[src/rtl/sna_flit_boxer_pkg.sv]
// Flit definitions shared by the response-side boxer and the request-side
// unboxer: flit type codes, field bit positions, FSM state type and flit
// builders.
package sna_flit_boxer_pkg;

  localparam int FLIT_W = 37;

  // Flit type codes carried in the top two bits of every flit
  localparam logic [1:0] FLIT_HDR  = 2'b10;
  localparam logic [1:0] FLIT_ADDR = 2'b00;
  localparam logic [1:0] FLIT_DATA = 2'b01;

  // Field bit positions
  localparam int TYPE_HI = 36;
  localparam int TYPE_LO = 35;
  localparam int SRC_HI  = 31;
  localparam int SRC_LO  = 28;
  localparam int DEST_HI = 27;
  localparam int DEST_LO = 24;
  localparam int RESP_HI = 2;
  localparam int RESP_LO = 1;
  localparam int READ_BIT = 0;
  localparam int PAYLOAD_HI = 31;
  localparam int PAYLOAD_LO = 0;

  typedef enum logic [1:0] {
    ST_IDLE = 2'd0,
    ST_HEAD = 2'd1,
    ST_BODY = 2'd2
  } box_state_e;

  // Header flit: type, source, destination, response code and read flag
  function automatic logic [FLIT_W-1:0] make_header(
    input logic [3:0] src,
    input logic [3:0] dest,
    input logic [1:0] resp,
    input logic       read
  );
    logic [FLIT_W-1:0] flit;
    flit                   = '0;
    flit[TYPE_HI:TYPE_LO]  = FLIT_HDR;
    flit[SRC_HI:SRC_LO]    = src;
    flit[DEST_HI:DEST_LO]  = dest;
    flit[RESP_HI:RESP_LO]  = resp;
    flit[READ_BIT]         = read;
    return flit;
  endfunction

  // Body flit: read data for reads, the zero-extended response code for writes
  function automatic logic [FLIT_W-1:0] make_body(
    input logic        read,
    input logic [31:0] data,
    input logic [1:0]  resp
  );
    logic [FLIT_W-1:0] flit;
    flit                        = '0;
    flit[TYPE_HI:TYPE_LO]       = FLIT_DATA;
    flit[PAYLOAD_HI:PAYLOAD_LO] = read ? data : {30'b0, resp};
    return flit;
  endfunction

endpackage

[src/rtl/sna_flit_boxer.sv]
// Response boxer: takes one AXI-side response, holds it, and emits it to the
// NoC as a two-flit packet (header then body) with full backpressure support.
module sna_flit_boxer
  import sna_flit_boxer_pkg::*;
#(
  parameter logic [3:0] SRC_ID = 4'h0
) (
  input  logic              clk,
  input  logic              rst_n,
  input  logic              rsp_valid,
  output logic              rsp_ready,
  input  logic              rsp_read,
  input  logic [31:0]       rsp_data,
  input  logic [1:0]        rsp_resp,
  input  logic [3:0]        rsp_dest,
  output logic [FLIT_W-1:0] noc_data,
  output logic              noc_valid,
  input  logic              noc_ready,
  output logic              busy
);

  box_state_e state_reg, state_next;

  logic        hold_read_reg, hold_read_next;
  logic [31:0] hold_data_reg, hold_data_next;
  logic [1:0]  hold_resp_reg, hold_resp_next;
  logic [3:0]  hold_dest_reg, hold_dest_next;

  logic              rsp_ready_next;
  logic              noc_valid_next;
  logic [FLIT_W-1:0] noc_data_next;
  logic              accept;

  // A response is taken only when the registered ready is up, which is never
  // the case outside IDLE, so inputs are ignored while a packet is in flight.
  assign accept = rsp_valid & rsp_ready;
  assign busy   = (state_reg != ST_IDLE);

  // Next-state and holding-register capture
  always_comb begin
    state_next     = state_reg;
    hold_read_next = hold_read_reg;
    hold_data_next = hold_data_reg;
    hold_resp_next = hold_resp_reg;
    hold_dest_next = hold_dest_reg;
    unique case (state_reg)
      ST_IDLE: begin
        if (accept) begin
          state_next     = ST_HEAD;
          hold_read_next = rsp_read;
          hold_data_next = rsp_data;
          hold_resp_next = rsp_resp;
          hold_dest_next = rsp_dest;
        end
      end
      ST_HEAD: if (noc_ready) state_next = ST_BODY;
      ST_BODY: if (noc_ready) state_next = ST_IDLE;
      default: state_next = ST_IDLE;
    endcase
  end

  // Output values are derived from the state being entered, so the flit is
  // registered and appears in the same cycle as the state it belongs to.
  always_comb begin
    rsp_ready_next = (state_next == ST_IDLE);
    noc_valid_next = (state_next != ST_IDLE);
    noc_data_next  = '0;
    unique case (state_next)
      ST_HEAD: noc_data_next = make_header(SRC_ID, hold_dest_next, hold_resp_next, hold_read_next);
      ST_BODY: noc_data_next = make_body(hold_read_next, hold_data_next, hold_resp_next);
      default: noc_data_next = '0;
    endcase
  end

  // State and holding registers
  always_ff @(posedge clk or negedge rst_n) begin
    if (!rst_n) begin
      state_reg     <= ST_IDLE;
      hold_read_reg <= 1'b0;
      hold_data_reg <= '0;
      hold_resp_reg <= '0;
      hold_dest_reg <= '0;
    end else begin
      state_reg     <= state_next;
      hold_read_reg <= hold_read_next;
      hold_data_reg <= hold_data_next;
      hold_resp_reg <= hold_resp_next;
      hold_dest_reg <= hold_dest_next;
    end
  end

  // Output registers; ready stays low during reset and rises on the first edge
  always_ff @(posedge clk or negedge rst_n) begin
    if (!rst_n) begin
      rsp_ready <= 1'b0;
      noc_valid <= 1'b0;
      noc_data  <= '0;
    end else begin
      rsp_ready <= rsp_ready_next;
      noc_valid <= noc_valid_next;
      noc_data  <= noc_data_next;
    end
  end

endmodule
[config.mk]
export PLATFORM = sky130hd
export DESIGN_NAME = sna_flit_boxer
export DESIGN_NICKNAME = d
export VERILOG_FILES = /design/src/rtl/sna_flit_boxer_pkg.sv /design/src/rtl/sna_flit_boxer.sv
export SDC_FILE = /design/constraint.sdc
export NUM_CORES = 1
export LEC_CHECK = 0
export CAP_MARGIN = 20
export CELL_PAD_IN_SITES_DETAIL_PLACEMENT = 0
export CELL_PAD_IN_SITES_GLOBAL_PLACEMENT = 1
export CORE_UTILIZATION = 37
export CTS_BUF_LIST = sky130_fd_sc_hd__clkbuf_16
export DETAILED_ROUTE_END_ITERATION = 10
export GPL_TIMING_DRIVEN = 0
export PLACE_DENSITY = 0.86
export SLEW_MARGIN = 20
export SYNTH_ARGS = -nofsm -noshare
export SYNTH_HDL_FRONTEND = slang
export SYNTH_SLANG_ARGS = --single-unit
[constraint.sdc]
create_clock -name clk -period 2.8 [get_ports clk]
set_clock_uncertainty 0.2 [all_clocks]
set_input_delay 0.56 -clock clk [delete_from_list [all_inputs] [get_ports clk]]
set_output_delay 0.56 -clock clk [all_outputs]
set_load 0.02 [all_outputs]
== Word level (Yosys, flattened, before mapping) ==
Cells that the tools add are included.

* Bits in registers: 80

* Bitwise operators: 1
* Mux-type cells: 14
* Reduce and logical (&&, ||, !) cells: 4
* Equal/unequal tests: 4

{| class="wikitable"
|+ Operator list
! operator !! number
|-
| $mux W32 || 3
|-
| $pmux W37 S2 || 1
|-
| $mux W2 || 5
|-
| $mux W4 || 2
|-
| $pmux W2 S3 || 1
|-
| $eq A2 B1 Y1 const B || 2
|-
| $eq A2 B2 Y1 const B || 2
|-
| $logic_not A2 Y1 || 2
|-
| $reduce_bool A2 Y1 || 2
|-
| $mux W1 || 2
|-
| $and A1 B1 Y1 || 1
|}

== Logic depth before layout (Yosys ltp) ==
Gate-level depths: netlist (run 1).

* Depth in word-level cells: 5
* Mapped depth: 9

== Least setup slack after synthesis (run 1) ==
OpenSTA, ideal clock, no wires.

* Path kind: input to register
* Start point: in rsp_valid
* End point: reg noc_data[10]
* Path buffers: 3
* Stages: 9
* Path slack: 0.300 ns
* Arrival: 2.234 ns
* Cell sequence: nor4bb_1 > buf_2 > buf_2 > a21oi_1 > ha_1 > nand3_1 > nor2_1 > buf_2 > a22o_1

* Word-level cells in the longest chain between the ends: 5
* Elaborated cells between the ends (all ways): 11
* Classes of those cells: eq/ne: 2; mux: 8; bitwise: 1

{| class="wikitable"
|+ RTL lines
! what !! RTL line !! text
|-
| from (decl) || sna_flit_boxer.sv:10 || <nowiki>input logic rsp_valid,</nowiki>
|-
| $and A1 B1 Y1 (*) || sna_flit_boxer.sv:36 || <nowiki>assign accept = rsp_valid & rsp_ready;</nowiki>
|-
| $mux W2 (tied with other cells) || sna_flit_boxer.sv:48 || <nowiki>if (accept) begin</nowiki>
|-
| $pmux W2 S3 (tied with other cells) || sna_flit_boxer.sv:46 || <nowiki>unique case (state_reg)</nowiki>
|-
| $eq A2 B2 Y1 (tied with other cells) || sna_flit_boxer.sv:68 || <nowiki>unique case (state_next)</nowiki>
|-
| $pmux W37 S2 (*) || sna_flit_boxer.sv:68 ||
|-
| via noc_data_next[10] || sna_flit_boxer.sv:31 || <nowiki>logic [FLIT_W-1:0] noc_data_next;</nowiki>
|-
| to (signal assigned) || sna_flit_boxer.sv:101 || <nowiki>noc_data <= noc_data_next;</nowiki>
|-
| to (decl) || sna_flit_boxer.sv:16 || <nowiki>output logic [FLIT_W-1:0] noc_data,</nowiki>
|}

Mark *: on every way through the listed nets, which the timed path passes. The rest lies on a longest branch.

== Worst setup path in the final report (run 1) ==
* Start point: in rsp_valid
* End point: reg noc_data[24]

The elaborated chain is that of the path after synthesis.

==> results of run 1 <==
## synthesized netlist by cell type, types with 2 or more instances
master     n  share of area
inv_1      4         0.0050
mux2_1     5          0.019
buf_2      7          0.012
ha_1       4          0.017
mux2_2     4          0.015
a22o_1    29          0.085
nor2_1     3         0.0038
dfrtp_1   77           0.64
nand3_1    2         0.0034
mux2_4     5          0.025
nand2_1   81           0.10
mux2i_1    6          0.020
buf_4      5          0.013
clkbuf_1   2         0.0025
## what timing repair did
action | CTS | global route
endpoints found under the setup margin | 29 | 26
pin swaps | 3 | 1
hold buffers | 1 | 0
hold endpoints to repair | 32 | 0
setup buffers | 4 | 0
gates resized for setup | 12 | 6
## layer usage
metal | routed length (um) | up-vias | track usage | share of wire
met5 | 0 | - | 0 | 0
met4 | 128 | 0 | 0.0977 | 0.020
met3 | 259 | 8 | 0.0357 | 0.040
met2 | 3240 | 50 | 0.277 | 0.50
met1 | 2810 | 1049 | 0.206 | 0.44
li1 | - | 1019 | - | -
## critical path, stage by stage
cell and delay, ns:
clkdlybuf4s50_1 0.43, nor4bb_2 0.18, buf_4 0.14, buf_4 0.17
a21oi_2 0.25, ha_4 0.27, buf_4 0.14, and2_1 0.13
buf_1 0.18, a22o_1 0.24
## through the flow
step	power, mW	util	hold WS [ns]	setup WS [ns]
3_3_place_gp	2.90	0.504	0.258	-1.69
5_1_grt	4.51	0.563	0.301	0.0197
6_report	4.25	0.563	0.273	0.118
3_5_place_dp	2.95	0.507	0.262	-0.802
2_1_floorplan	2.46	-	0.0644	0.300
4_1_cts	4.23	0.558	0.277	0.0463
## logic make-up (layout without fill, tap and decap cells)
kind of cell    Yosys count  in the layout  share of synthesized area
buf+inv                  20            121                     0.0381
simple gates             92             92                      0.125
mux                      20             20                     0.0791
fa+ha+maj                 4              4                     0.0168
flops                    77             77                      0.645
compound gates           33             33                     0.0946
other cells               1              3                    0.00126
## where the power goes
group | internal, mW | switching [mW]
clock | 0.774 | 0.426
combinational | 0.677 | 0.706
sequential | 1.49 | 0.177
## worst max-delay path by stage
stage	from	end	slack (ns)	depth (start not counted)
floorplan	rsp_valid	noc_data[10]$_DFF_PN0_	0.30	9
global placement	rst_n	hold_data_reg[13]$_DFF_PN0_	-1.69	1
detailed placement	rsp_valid	noc_data[14]$_DFF_PN0_	-0.80	10
CTS	rsp_valid	noc_data[25]$_DFF_PN0_	0.05	9
global route	rsp_valid	noc_data[14]$_DFF_PN0_	0.02	10
finish	rsp_valid	noc_data[24]$_DFF_PN0_	0.12	10
## layout make-up
| type | instances | area [um^2] |
|---|---|---|
| clock inverter | 7 | 90.1 |
| clock buffer | 9 | 225 |
| inverter | 4 | 15.0 |
| tap | 102 | 128 |
| timing repair buffer | 85 | 856 |
| sequential | 77 | 1930 |
| buffer | 16 | 114 |
| multi-input combinational | 152 | 1020 |
| fill | 663 | 3400 |
==> results.json, run 1 <==
{
  "status": "finished clean",
  "viasPerCell": 4.70,
  "diodes": 0,
  "cts_tree": "done",
  "setup_viol": 0,
  "largest_reg_flops": 34,
  "htree_levels": 3,
  "die_x_um": 91.9,
  "synth_cell_types": 27,
  "synthCells": 247,
  "ys_ff_latch": 77,
  "dp_hpwl_mm": 4.29,
  "r2r_end": "noc_data[24]$_DFF_PN0_",
  "grt_usage": 0.169,
  "dieArea_mm2": 0.00844,
  "yosysWarnings": 0,
  "rows": 32,
  "max_freq_ghz": 0.373,
  "num-nets-final": 392,
  "avgSynthCellArea_um2": 12.1,
  "dpl-instance-area_mm2": 0.00394,
  "die_h_um": 91.9,
  "wl_per_cell_um": 14.2,
  "worstPathRequired_ns": 2.82,
  "grt_max_degree": 46,
  "clock-sinks": 77,
  "synth.cell_area_mm2": 0.00299,
  "path_class": "in -> reg",
  "r2r-start": "state_reg[0]$_DFF_PN0_",
  "totalWireLength_mm": 6.44,
  "hold_path.class": "reg -> reg",
  "finalInstanceArea_mm2": 0.00437,
  "clk_pin_slew_ns": 0.06,
  "clk_latency_ns": 0.33,
  "endpoint_kind": "register",
  "coreArea_mm2": 0.00777,
  "hp-start": "hold_data_reg[9]$_DFF_PN0_",
  "crit_arrival_ns": 2.70,
  "io_pins": 83,
  "grt-ovfl-total": 0,
  "reg2reg_depth": 9,
  "synthArstFlopShare": 1.00,
  "rsz0062_at_grt": "no",
  "grt_first_pass_wirelength_mm": 10.6,
  "grt_pass1_vias": 2188,
  "ys_dominant_reg_cell": "dfrtp_1",
  "fin_crit_sh": 0.958,
  "synth_edf_count": 0,
  "drv_cap": 0,
  "hold_depth": 2,
  "drtPass1Iterations": 4,
  "drc_errors": 0,
  "worst_setup_path_start_kind": "input pin",
  "fin_crit_ns": 2.68,
  "gp_congestion": 0.758,
  "start_util": 0.385,
  "io_buffers": 79,
  "yosysSeqAreaShare": 0.645,
  "min_to": "hold_data_reg[9]$_DFF_PN0_",
  "first_iter_violations": 62,
  "cts_made_buffers": 9,
  "num_vias": 2126,
  "mostFrequentLayoutCells": "81 x nand2_1, 78 x clkdlybuf4s50_1, 77 x dfrtp_1, 29 x a22o_1, 16 x buf_4",
  "hold_violations": 0,
  "drive_above_1_share": 0.151,
  "slew_violations": 0,
  "tns_ns": 0,
  "clockBufferDepth": 2,
  "cts-root-buf": "clkbuf_16",
  "syn2layout_area_growth_pct": 46.3,
  "peakVddDrop_uv": 357,
  "cp_max_fo": 10,
  "rrSetupSlack_ns": 0.36,
  "final_common_cell": "nand2_1",
  "antenna_found_initial": 0,
  "dp_cells": 431,
  "fin_cells": 452,
  "ant_nets": 0,
  "p_per_area_mw_per_mm2": 972,
  "p_leak_nw": 2.08
}
Power figures use the tool's default switching activity.
==> run 2, diff against run 1 <==
--- a/config.mk
+++ b/config.mk
@@ -8,12 +8,13 @@
 export CAP_MARGIN = 20
 export CELL_PAD_IN_SITES_DETAIL_PLACEMENT = 0
 export CELL_PAD_IN_SITES_GLOBAL_PLACEMENT = 1
+export CORE_ASPECT_RATIO = 0.75
 export CORE_UTILIZATION = 37
 export CTS_BUF_LIST = sky130_fd_sc_hd__clkbuf_16
 export DETAILED_ROUTE_END_ITERATION = 10
 export GPL_TIMING_DRIVEN = 0
 export PLACE_DENSITY = 0.86
-export SLEW_MARGIN = 20
+export SLEW_MARGIN = 10
 export SYNTH_ARGS = -nofsm -noshare
 export SYNTH_HDL_FRONTEND = slang
 export SYNTH_SLANG_ARGS = --single-unit
==> run 2 against run 1 <==
  * Global-route usage up 0.44 points
  * Utilization up 1.4 points
  * First-iteration DRC count down 4.8%
  * Clock power about the same
  * Critical endpoint is now noc_data[7]$_DFF_PN0_
  * Final cell count down 0.22%
  * Highest routed layer unchanged
  * Hold slack worse by 0.0022 ns
  * Flip-flop and latch count unchanged
  * Sequential share of layout area up 0.10 points
  * Non-clock buffer count unchanged
  * Largest cell class unchanged
  * Routed wire length up 3.2%
  * Register-to-register slack worse by 0.10 ns
  * Critical path depth unchanged
==> results.json, run 2 (synthesis results as in run 1) <==
{
  "wl_met1_mm": 3.21,
  "n_fill_cell": 649,
  "max_freq_ghz": 0.369,
  "cp_max_fo": 10,
  "mostFrequentLayoutCells": "81 x nand2_1, 78 x clkdlybuf4s50_1, 77 x dfrtp_1, 29 x a22o_1, 15 x buf_4",
  "dp_cells": 430,
  "cts-root-buf": "clkbuf_16",
  "peakVddDrop_uv": 505,
  "slowest_stage": "clkdlybuf4s50_1",
  "path_class": "in -> reg",
  "worst_setup_path_start_kind": "input pin",
  "worstPathRequired_ns": 2.87,
  "ant_nets": 0,
  "dieArea_mm2": 0.00844,
  "clk_pin_slew_ns": 0.06,
  "fin_cells": 451,
  "io_pins": 83,
  "cts_made_buffers": 9,
  "start_util": 0.395,
  "met3_length_um": 341,
  "htree_levels": 3,
  "fin_crit_sh": 0.969,
  "largest_reg_flops": 34,
  "p_leak_nw": 2.08,
  "status": "finished clean",
  "first_iter_violations": 59,
  "crit_chain": "clkdlybuf4s50_1 -> nor4bb_2 -> buf_4 -> buf_4 -> a21oi_2 -> ha_2 -> nand3_2 -> nor2_4 -> buf_4 -> a22o_1",
  "drive_above_1_share": 0.149,
  "gp_congestion": 0.763,
  "fin_ws_ns": 0.0874,
  "setup_viol": 0,
  "critPathBufInv": 4,
  "drc_errors": 0,
  "fin_crit_ns": 2.71,
  "grt_pass1_vias": 2125,
  "final_common_cell": "nand2_1",
  "io_buffers": 79,
  "timing.critical_path.mode_cell": "buf_4",
  "dr.max_layer_used": "met4",
  "num_vias": 2141,
  "diodes": 0,
  "wl_met2_mm": 3.02,
  "drtPass1Iterations": 4,
  "power.total_mw": 4.24,
  "endpoint_kind": "register",
  "drv_cap": 0,
  "path_delay_family": "buffers and inverters",
  "coreArea_mm2": 0.00757,
  "grt_max_degree": 51,
  "place_ws_ns": -0.791,
  "die_h_um": 79.8,
  "tns_ns": 0,
  "grt_first_pass_wirelength_mm": 10.8,
  "totalWireLength_mm": 6.65,
  "crit_arrival_ns": 2.78,
  "rsz0062_at_grt": "yes",
  "syn2layout_area_growth_pct": 46.0,
  "viasPerCell": 4.75,
  "clk_latency_ns": 0.33,
  "slew_violations": 0,
  "num-nets-final": 392,
  "clockBufferDepth": 2,
  "die_x_um": 106,
  "hold_slack_ns": 0.271,
  "max_stage_delay_ns": 0.48,
  "clock-sinks": 77,
  "antenna_found_initial": 0,
  "rows": 27,
  "dp_hpwl_mm": 4.56,
  "hold_violations": 0,
  "grt-ovfl-total": 0,
  "p_per_area_mw_per_mm2": 972,
  "grt_usage": 0.173,
  "wl_per_cell_um": 14.7,
  "cts_tree": "done",
  "hold_path.class": "reg -> reg"
}
==> run 2: worst paths after layout <==
check                                                  from                           to  slack (ns)  depth (start not counted)
worst max-delay path                              rsp_valid        noc_data[7]$_DFF_PN0_        0.09                         10
worst min-delay path            hold_data_reg[17]$_DFF_PN0_  hold_data_reg[17]$_DFF_PN0_        0.27                          2
worst max register to register       state_reg[0]$_DFF_PN0_        noc_data[7]$_DFF_PN0_        0.26                          9
worst min register to register  hold_data_reg[17]$_DFF_PN0_  hold_data_reg[17]$_DFF_PN0_        0.27                          2
max in group asynchronous                             rst_n  hold_data_reg[13]$_DFF_PN0_        1.35                          3
min in group asynchronous                             rst_n          noc_valid$_DFF_PN0_        0.50                          2
==> run 2: metrics by stage <==
stage | util | cell area [um^2]
6_report | 0.576 | 4360
5_1_grt | 0.576 | 4360
4_1_cts | 0.575 | 4350
3_5_place_dp | 0.520 | 3940
3_3_place_gp | 0.517 | 3910
2_1_floorplan | - | 3000
==> run 2: power breakdown <==
| group | internal (mW) | switching [mW] | total [mW] |
|---|---|---|---|
| registers | 1.49 | 0.173 | 1.66 |
| clock network | 0.775 | 0.440 | 1.22 |
| logic | 0.660 | 0.702 | 1.36 |
==> run 2: metal layers <==
layer | track usage | up-vias
li1 | - | 1018
met1 | 0.224 | 1052
met2 | 0.266 | 62
met3 | 0.0669 | 9
met4 | 0.0583 | 0
met5 | 0 | -
==> run 2: final cells by class <==
type / instances / area, um^2 / area share
plain buffers: 16 / 118 / 0.0270
clock buffers: 9 / 225 / 0.0516
clock inverters: 7 / 90.1 / 0.0207
inverters: 4 / 15.0 / 0.00344
multi-input cells: 152 / 1000 / 0.230
flip-flops and latches: 77 / 1930 / 0.442
well taps: 101 / 126 / 0.0290
repair buffers: 85 / 856 / 0.196
==> run 2: worst min-delay path, delay by kind of cell (launching register included) <==
| family | cells | cell delay [ns] |
|---|---|---|
| flops | 1 | 0.34 |
| simple gates | 2 | 0.10 |
==> run 2: what timing repair did <==
item                                   CTS  global route
pin swaps                                3             0
setup endpoints to repair               30            24
hold buffers                             1             0
endpoints found under the hold margin   27             0
gates cloned                             0             0
resized for setup                       15             3
buffers inserted                         4             0
